### src/rtl/fft_cfg_pkg.sv
// Shared types and field-layout helpers for the FFT config master.
// Used by the RTL and by the testbench to locate fields in tdata.
package fft_cfg_pkg;

   typedef enum logic {
      ST_IDLE  = 1'b0,
      ST_VALID = 1'b1
   } cfg_state_t;

   function automatic int fft_cfg_cp_bits(input int cp_en, input int cp_w);
      return (cp_en != 0) ? 8 * ((cp_w + 7) / 8) : 0;
   endfunction

   function automatic int fft_cfg_cp_off(input int nfft_en);
      return (nfft_en != 0) ? 8 : 0;
   endfunction

   function automatic int fft_cfg_fwd_off(input int nfft_en,
                                          input int cp_en,
                                          input int cp_w);
      return fft_cfg_cp_off(nfft_en) + fft_cfg_cp_bits(cp_en, cp_w);
   endfunction

   function automatic int fft_cfg_scale_off(input int num_ch,
                                            input int nfft_en,
                                            input int cp_en,
                                            input int cp_w);
      return fft_cfg_fwd_off(nfft_en, cp_en, cp_w) + num_ch;
   endfunction

   function automatic int fft_cfg_tdata_w(input int num_ch,
                                          input int scale_w,
                                          input int nfft_en,
                                          input int cp_en,
                                          input int cp_w);
      int bits;
      bits = fft_cfg_scale_off(num_ch, nfft_en, cp_en, cp_w)
           + num_ch * scale_w;
      return 8 * ((bits + 7) / 8);
   endfunction

endpackage

### src/rtl/fft_cfg_pack.sv
// Combinational packer: config fields -> byte-aligned tdata word.
// Disabled fields are forced to zero so their inputs are don't-care.
module fft_cfg_pack
   import fft_cfg_pkg::*;
#(
   parameter int NUM_CH  = 1,
   parameter int SCALE_W = 8,
   parameter int NFFT_EN = 0,
   parameter int NFFT_W  = 5,
   parameter int CP_EN   = 0,
   parameter int CP_W    = 12,
   localparam int TDATA_W =
      fft_cfg_tdata_w(NUM_CH, SCALE_W, NFFT_EN, CP_EN, CP_W)
) (
   input  logic [NUM_CH*SCALE_W-1:0] i_scale_sch,
   input  logic [NUM_CH-1:0]         i_fwd_inv,
   input  logic [NFFT_W-1:0]         i_nfft,
   input  logic [CP_W-1:0]           i_cp_len,
   output logic [TDATA_W-1:0]        o_tdata
);

   localparam int CP_OFF    = fft_cfg_cp_off(NFFT_EN);
   localparam int FWD_OFF   = fft_cfg_fwd_off(NFFT_EN, CP_EN, CP_W);
   localparam int SCALE_OFF =
      fft_cfg_scale_off(NUM_CH, NFFT_EN, CP_EN, CP_W);
   localparam logic NFFT_ON = (NFFT_EN != 0);
   localparam logic CP_ON   = (CP_EN != 0);

   logic [TDATA_W-1:0] w_nfft_f;
   logic [TDATA_W-1:0] w_cp_f;
   logic [TDATA_W-1:0] w_fwd_f;
   logic [TDATA_W-1:0] w_scale_f;

   assign w_nfft_f  = NFFT_ON ? TDATA_W'(i_nfft) : '0;
   assign w_cp_f    = CP_ON ? (TDATA_W'(i_cp_len) << CP_OFF) : '0;
   assign w_fwd_f   = TDATA_W'(i_fwd_inv) << FWD_OFF;
   assign w_scale_f = TDATA_W'(i_scale_sch) << SCALE_OFF;

   assign o_tdata = w_nfft_f | w_cp_f | w_fwd_f | w_scale_f;

endmodule

### src/rtl/fft_config_mc.sv
// AXI-Stream config master: one single-beat transfer per commit,
// with a one-deep coalescing queue behind the outstanding beat.
module fft_config_mc
   import fft_cfg_pkg::*;
#(
   parameter int NUM_CH  = 1,
   parameter int SCALE_W = 8,
   parameter int NFFT_EN = 0,
   parameter int NFFT_W  = 5,
   parameter int CP_EN   = 0,
   parameter int CP_W    = 12,
   localparam int TDATA_W =
      fft_cfg_tdata_w(NUM_CH, SCALE_W, NFFT_EN, CP_EN, CP_W)
) (
   input  logic                      clk,
   input  logic                      resetn,
   input  logic [NUM_CH*SCALE_W-1:0] scale_sch,
   input  logic [NUM_CH-1:0]         fwd_inv,
   input  logic [NFFT_W-1:0]         nfft,
   input  logic [CP_W-1:0]           cp_len,
   input  logic                      commit,
   input  logic                      clr_status,
   input  logic                      tready,
   output logic                      tvalid,
   output logic                      tlast,
   output logic [TDATA_W-1:0]        tdata,
   output logic                      busy,
   output logic                      cfg_overwrite,
   output logic [15:0]               cfg_sent_cnt
);

   cfg_state_t         r_state;
   cfg_state_t         w_state_nxt;
   logic [TDATA_W-1:0] r_tdata;
   logic [TDATA_W-1:0] r_shadow;
   logic               r_pending;
   logic               r_overwrite;
   logic [15:0]        r_cnt;

   logic [TDATA_W-1:0] w_pack;
   logic               w_hs;
   logic               w_load_in;
   logic               w_load_sh;
   logic               w_pend_nxt;
   logic               w_ovw_set;

   fft_cfg_pack #(
      .NUM_CH  (NUM_CH),
      .SCALE_W (SCALE_W),
      .NFFT_EN (NFFT_EN),
      .NFFT_W  (NFFT_W),
      .CP_EN   (CP_EN),
      .CP_W    (CP_W)
   ) u_pack (
      .i_scale_sch (scale_sch),
      .i_fwd_inv   (fwd_inv),
      .i_nfft      (nfft),
      .i_cp_len    (cp_len),
      .o_tdata     (w_pack)
   );

   // tvalid comes straight from state, so tready never reaches it comb.
   assign w_hs = (r_state == ST_VALID) && tready;

   always_comb begin
      w_state_nxt = r_state;
      w_load_in   = 1'b0;
      w_load_sh   = 1'b0;
      w_pend_nxt  = r_pending;
      w_ovw_set   = 1'b0;
      unique case (r_state)
         ST_IDLE: begin
            if (commit) begin
               w_state_nxt = ST_VALID;
               w_load_in   = 1'b1;
            end
         end
         ST_VALID: begin
            if (w_hs) begin
               if (commit) begin
                  w_load_in  = 1'b1;
                  w_pend_nxt = 1'b0;
                  w_ovw_set  = r_pending;
               end else if (r_pending) begin
                  w_load_sh  = 1'b1;
                  w_pend_nxt = 1'b0;
               end else begin
                  w_state_nxt = ST_IDLE;
               end
            end else if (commit) begin
               w_pend_nxt = 1'b1;
               w_ovw_set  = r_pending;
            end
         end
         default: w_state_nxt = ST_IDLE;
      endcase
   end

   always_ff @(posedge clk or negedge resetn) begin
      if (!resetn) begin
         r_state <= ST_IDLE;
      end else begin
         r_state <= w_state_nxt;
      end
   end

   always_ff @(posedge clk or negedge resetn) begin
      if (!resetn) begin
         r_tdata     <= '0;
         r_shadow    <= '0;
         r_pending   <= 1'b0;
         r_overwrite <= 1'b0;
         r_cnt       <= '0;
      end else begin
         if (w_load_in) begin
            r_tdata <= w_pack;
         end else if (w_load_sh) begin
            r_tdata <= r_shadow;
         end
         if (commit) begin
            r_shadow <= w_pack;
         end
         r_pending <= w_pend_nxt;
         // A fresh overwrite beats a simultaneous clear.
         if (w_ovw_set) begin
            r_overwrite <= 1'b1;
         end else if (clr_status) begin
            r_overwrite <= 1'b0;
         end
         if (w_hs) begin
            r_cnt <= r_cnt + 16'd1;
         end
      end
   end

   assign tvalid        = (r_state == ST_VALID);
   assign tlast         = (r_state == ST_VALID);
   assign tdata         = r_tdata;
   assign busy          = (r_state == ST_VALID) || r_pending;
   assign cfg_overwrite = r_overwrite;
   assign cfg_sent_cnt  = r_cnt;

endmodule

### config.mk
export PLATFORM = sky130hd
export DESIGN_NAME = fft_config_mc
export DESIGN_NICKNAME = d
export VERILOG_FILES = /design/src/rtl/fft_cfg_pkg.sv /design/src/rtl/fft_cfg_pack.sv /design/src/rtl/fft_config_mc.sv
export SDC_FILE = /design/constraint.sdc
export NUM_CORES = 1
export LEC_CHECK = 0
export CORE_MARGIN = 1
export CORE_UTILIZATION = 25
export DETAILED_ROUTE_END_ITERATION = 12
export PLACE_DENSITY_LB_ADDON = 0.12
export SYNTH_ARGS = -nofsm -noshare
export SYNTH_HDL_FRONTEND = slang
export SYNTH_SLANG_ARGS = --single-unit
export TNS_END_PERCENT = 30
### constraint.sdc
create_clock -name clk -period 1.6 [get_ports clk]
set_clock_uncertainty 0.1 [all_clocks]
set_input_delay 0.32 -clock clk [delete_from_list [all_inputs] [get_ports clk]]
set_output_delay 0.32 -clock clk [all_outputs]
set_load 0.01 [all_outputs]
**Word-level counts from Yosys, hierarchy flattened**

Cells that the tools add are included.

- Register bits: 51
- Output and inout bits: 36
- Logic and storage cells: 33

- Add/subtract/negate cells: 1
- Muxes and demuxes: 18
- Bitwise operators: 2
- Reduce and logical (&&, ||, !) cells: 6

Operator list:

| cell | count |
|---|---|
| $mux 16 | 2 |
| $add 16x1->16 const B | 1 |
| $mux 1 | 14 |
| $or 1x9->9 | 1 |
| $reduce_bool 2->1 | 3 |
| $pmux 1 s2 | 2 |
| $reduce_and 2->1 | 1 |
| $logic_and 1x1->1 | 1 |
| $logic_or 1x1->1 | 1 |
| $not 1->1 | 1 |

**Depth between registers and ports, before layout**

- Depth in word-level cells: 6
- Depth in mapped cells: 5
- Gate-level depth less buffers: 5

**Hierarchy**

A second synthesis with hierarchy kept.

- Cells, all modules: 159
- Area, all modules: 2232.1 um^2

By module, submodules not included:

| module | instances | cells each | area an instance (um^2) | seq. area each (um^2) |
|---|---|---|---|---|
| fft_config_mc | 1 | 142 | 2108.3 | 1276.2 |
| fft_cfg_pack | 1 | 17 | 123.9 | 0.0 |

**Least setup slack after synthesis**

Ideal clock, no wire load.

- Path kind: register -> register
- Start: reg r_cnt[0], in the netlist cfg_sent_cnt[0]
- End: reg r_cnt[12], in the netlist cfg_sent_cnt[12]
- Arrival time: 1294 ps
- Required time: 1374 ps
- Slack: 80 ps
- Stages on the path, launching flop included: 6
- Clock period less this slack: 1520 ps
- Cell sequence: dfrtp_1 > ha_1 > nand3_2 > nor4_4 > nand3_1 > xnor2_1

- Longest elaborated chain between the ends: 1

RTL lines:

| what | RTL line | text |
|---|---|---|
| from (decl) | fft_config_mc.sv:38 | `logic [15:0] r_cnt;` |
| from (signal assigned) | fft_config_mc.sv:131 | `r_cnt <= r_cnt + 16'd1;` |
| $add 16x1->16 | fft_config_mc.sv:131 |  |

Every way passes these cells.
A chain may end at the register's enable or synchronous reset.

**Final worst setup path**

- Start: reg r_cnt[1], in the netlist cfg_sent_cnt[1]
- End: out cfg_sent_cnt[1]

RTL lines:

| what | RTL line | text |
|---|---|---|
| to (decl) | fft_config_mc.sv:29 | `output logic [15:0] cfg_sent_cnt` |

No word-level cell between the ends.

==> summary.txt <==
Run status - finished, final reports clean
Warnings, synthesis - 0
CTS max path bufs - 2
Worst hold start - cfg_sent_cnt[15]$_DFFE_PN0N_
TritonRoute pass-1 iters - 4
Setup TNS - 0 ns
Area grow syn2layout - 44.70%
Yosys reg bits - 37
Setup crit end kind - primary output
Layout fillers - 599
Mapped Cells - 118
Final Cycle Share - 0.9532
Top Ports - 67
Synth cell types - 27
CP Max Fanout - 4
CTS H-tree depth - 2
Antenna Nets Post-Route - 0
Worst path slowest cell - dfrtp_1
Routed WL - 3.070 mm
Initial antenna violation count - 0
Residual DRC - 0
Synth async-reset ratio - 1.000
Synth Flop Type - dfrtp_1
Setup WS post-layout - 0.07491 ns
Final setup viols - 0
Worst VDD drop - 0.4606 mV
Initial Utilization - 0.2647
CTS tree - yes
Unrepaired setup endpoints after global routing - no
Area contributors post-synth - dfrtp_1, mux2_2, xnor2_1
Slew Viols, Final - 0
CP startpoint - cfg_sent_cnt[1]$_DFFE_PN0N_
GR Overflow Total - 0
Clk Latency, worst-skew pair - 0.28 ns
Mean Syn Cell Area - 13.59 µm²
Power per cell area - 1232 nW/µm²
Layout cell share with drive strength beyond 1 - 0.3000
Critical Path Start Type - register
Die area - 6740 µm²
Largest net degree at the start of global routing - 20
Fin nets - 211
Critical path type - reg2out
Root Buffer - clkbuf_8
Fmax - 0.6557 GHz
Port Buffers - 42
Clock-pin slew on the worst setup and hold paths - 0.07 ns
Post-DP HPWL - 2.244 mm
Total Routing Usage GR - 0.1044
Multi-input logic area - 616.8 µm²
Worst EP required - 1.18 ns
ANT cells - 0
Core ar. - 6061 µm²
Critical Path AT - 1.11 ns
CTS buffer count - 5
First-pass GRT wire length - 5.230 mm
Pre-CTS setup slack - -0.3142 ns
Leakage Power - 1.138 nW
Synth area leader - dfrtp_1
Wire length per cell - 12.04 µm
CTS Sinks - 37
Post-synth top area share - 0.5772
Worst Hold Class - reg2reg
DR vias/cell - 4.169
Vias in the first global route - 1100
Die height - 82.10 µm
Hold_ws - 0.3620 ns
DR vias - 1063
Mapped Area - 1604 µm²
Most frequent cell after synthesis - dfrtp_1
Final Hold Vio Count - 0
GP Congestion - 0.7358
R2r startpoint - cfg_sent_cnt[4]$_DFFE_PN0N_
Die W - 82.10 µm
Critical Path, Cell by Cell - buf_4 > dlygate4sd2_1
Sequential area share after synthesis - 0.5772
Most frequent cells after synthesis - dfrtp_1, mux2_2, xnor2_1
Cell Rows - 28
Minimum clock period - 1.525 ns
Register area - 930.9 µm²
Drt first-iter violations - 16
Max Cap Viol - 0
Post-synth EDFFs - 0
Crit path largest cell delay - 0.39 ns
## cells in the final DEF (no fill, tap or decap), drive strengths merged, types with 2 or more instances in the layout
master / n
inv: 3
a21oi: 3
dlygate4sd2: 26
nor2: 4
nand3: 5
or2: 2
nand4: 5
nand2: 6
nor4: 2
buf: 17
dlymetal6s2s: 4
dfrtp: 37
clkdlybuf4s50: 10
clkbuf: 7
xnor2: 11
xor2: 4
conb: 7
o21ai: 2
mux2: 19
## where the power goes
part / switching [W] / leakage (nW) / internal [W]
clock: 0.000323 / 0.0585 / 0.000508
sequential: 0.0000954 / 0.453 / 0.00111
combinational: 0.000386 / 0.627 / 0.000442
total: 0.000804 / 1.14 / 0.00206
## per-layer routing
metal  track usage  vias to the layer above  share of wire
met2        0.1628                       38           0.45
met1        0.1285                      514           0.47
met4       0.03684                        0          0.014
li1              -                      504              -
met5             0                        -              0
met3       0.04396                        7          0.066
## per-stage QoR
stage                     total power, W    util  area [µm²]  cells
after detailed placement        0.002099  0.3615        2191    243
after global placement          0.002079  0.3615        2191    243
after global routing            0.003058  0.3829        2321    255
final                           0.002860  0.3829        2321    255
after CTS                       0.002916  0.3807        2307    255
after floorplan                 0.001617       -        1627    124
## layout make-up
type,count,share of cell area
multi-input cells,74,0.2658
inverters,3,0.004852
clock inverters,1,0.01294
clock buffers,7,0.03720
flip-flops and latches,37,0.4011
repair buffers,58,0.2377
well taps,75,0.04043
## worst paths after layout
path	endpoint	slack (ns)	cells after the start
setup / recovery	cfg_sent_cnt[1]	0.07	2
hold / removal	cfg_sent_cnt[15]$_DFFE_PN0N_	0.36	1
setup reg to reg	cfg_sent_cnt[13]$_DFFE_PN0N_	0.11	5
hold reg to reg	cfg_sent_cnt[15]$_DFFE_PN0N_	0.36	1
max in group asynchronous	cfg_sent_cnt[5]$_DFFE_PN0N_	0.50	3
min in group asynchronous	cfg_sent_cnt[7]$_DFFE_PN0N_	0.42	2
## worst max-delay path: cells and delay by family, from the launching register on
family,cells,cell delay (ns)
buffers and inverters,2,0.43
DFF,1,0.39
## flip-flops by register name (all words and copies together), names as in the netlist
| register | cells |
|---|---|
| cfg_overwrite | 1 |
| r_pending | 1 |
| cfg_sent_cnt | 16 |
| tdata | 9 |
| tlast | 1 |
| r_shadow | 9 |
## timing repair
item                                   4_1_cts  5_1_grt
hold buffers                                 1        0
setup buffers                                3        0
setup endpoints to repair                   29       19
pin swaps                                    0        2
endpoints found under the hold margin       18        0
gates cloned                                 0        0
resized for setup                           34        5
## kinds of logic (layout without fill, tap and decap cells)
| logic type | count (synthesis) | in the layout | share of synthesized area |
|---|---|---|---|
| AO/OA/AOI/OAI | 5 | 5 | 0.02262 |
| XOR/XNOR | 15 | 15 | 0.08190 |
| adder cells (fa/ha/maj) | 1 | 1 | 0.007799 |
| buffers and inverters | 13 | 69 | 0.05226 |
| flip-flops | 37 | 37 | 0.5772 |
| multiplexers | 19 | 19 | 0.1334 |
| other | 1 | 7 | 0.002338 |
| AND/OR/NAND/NOR | 27 | 27 | 0.1225 |
Note: power is estimated with default switching activity, not from simulation.
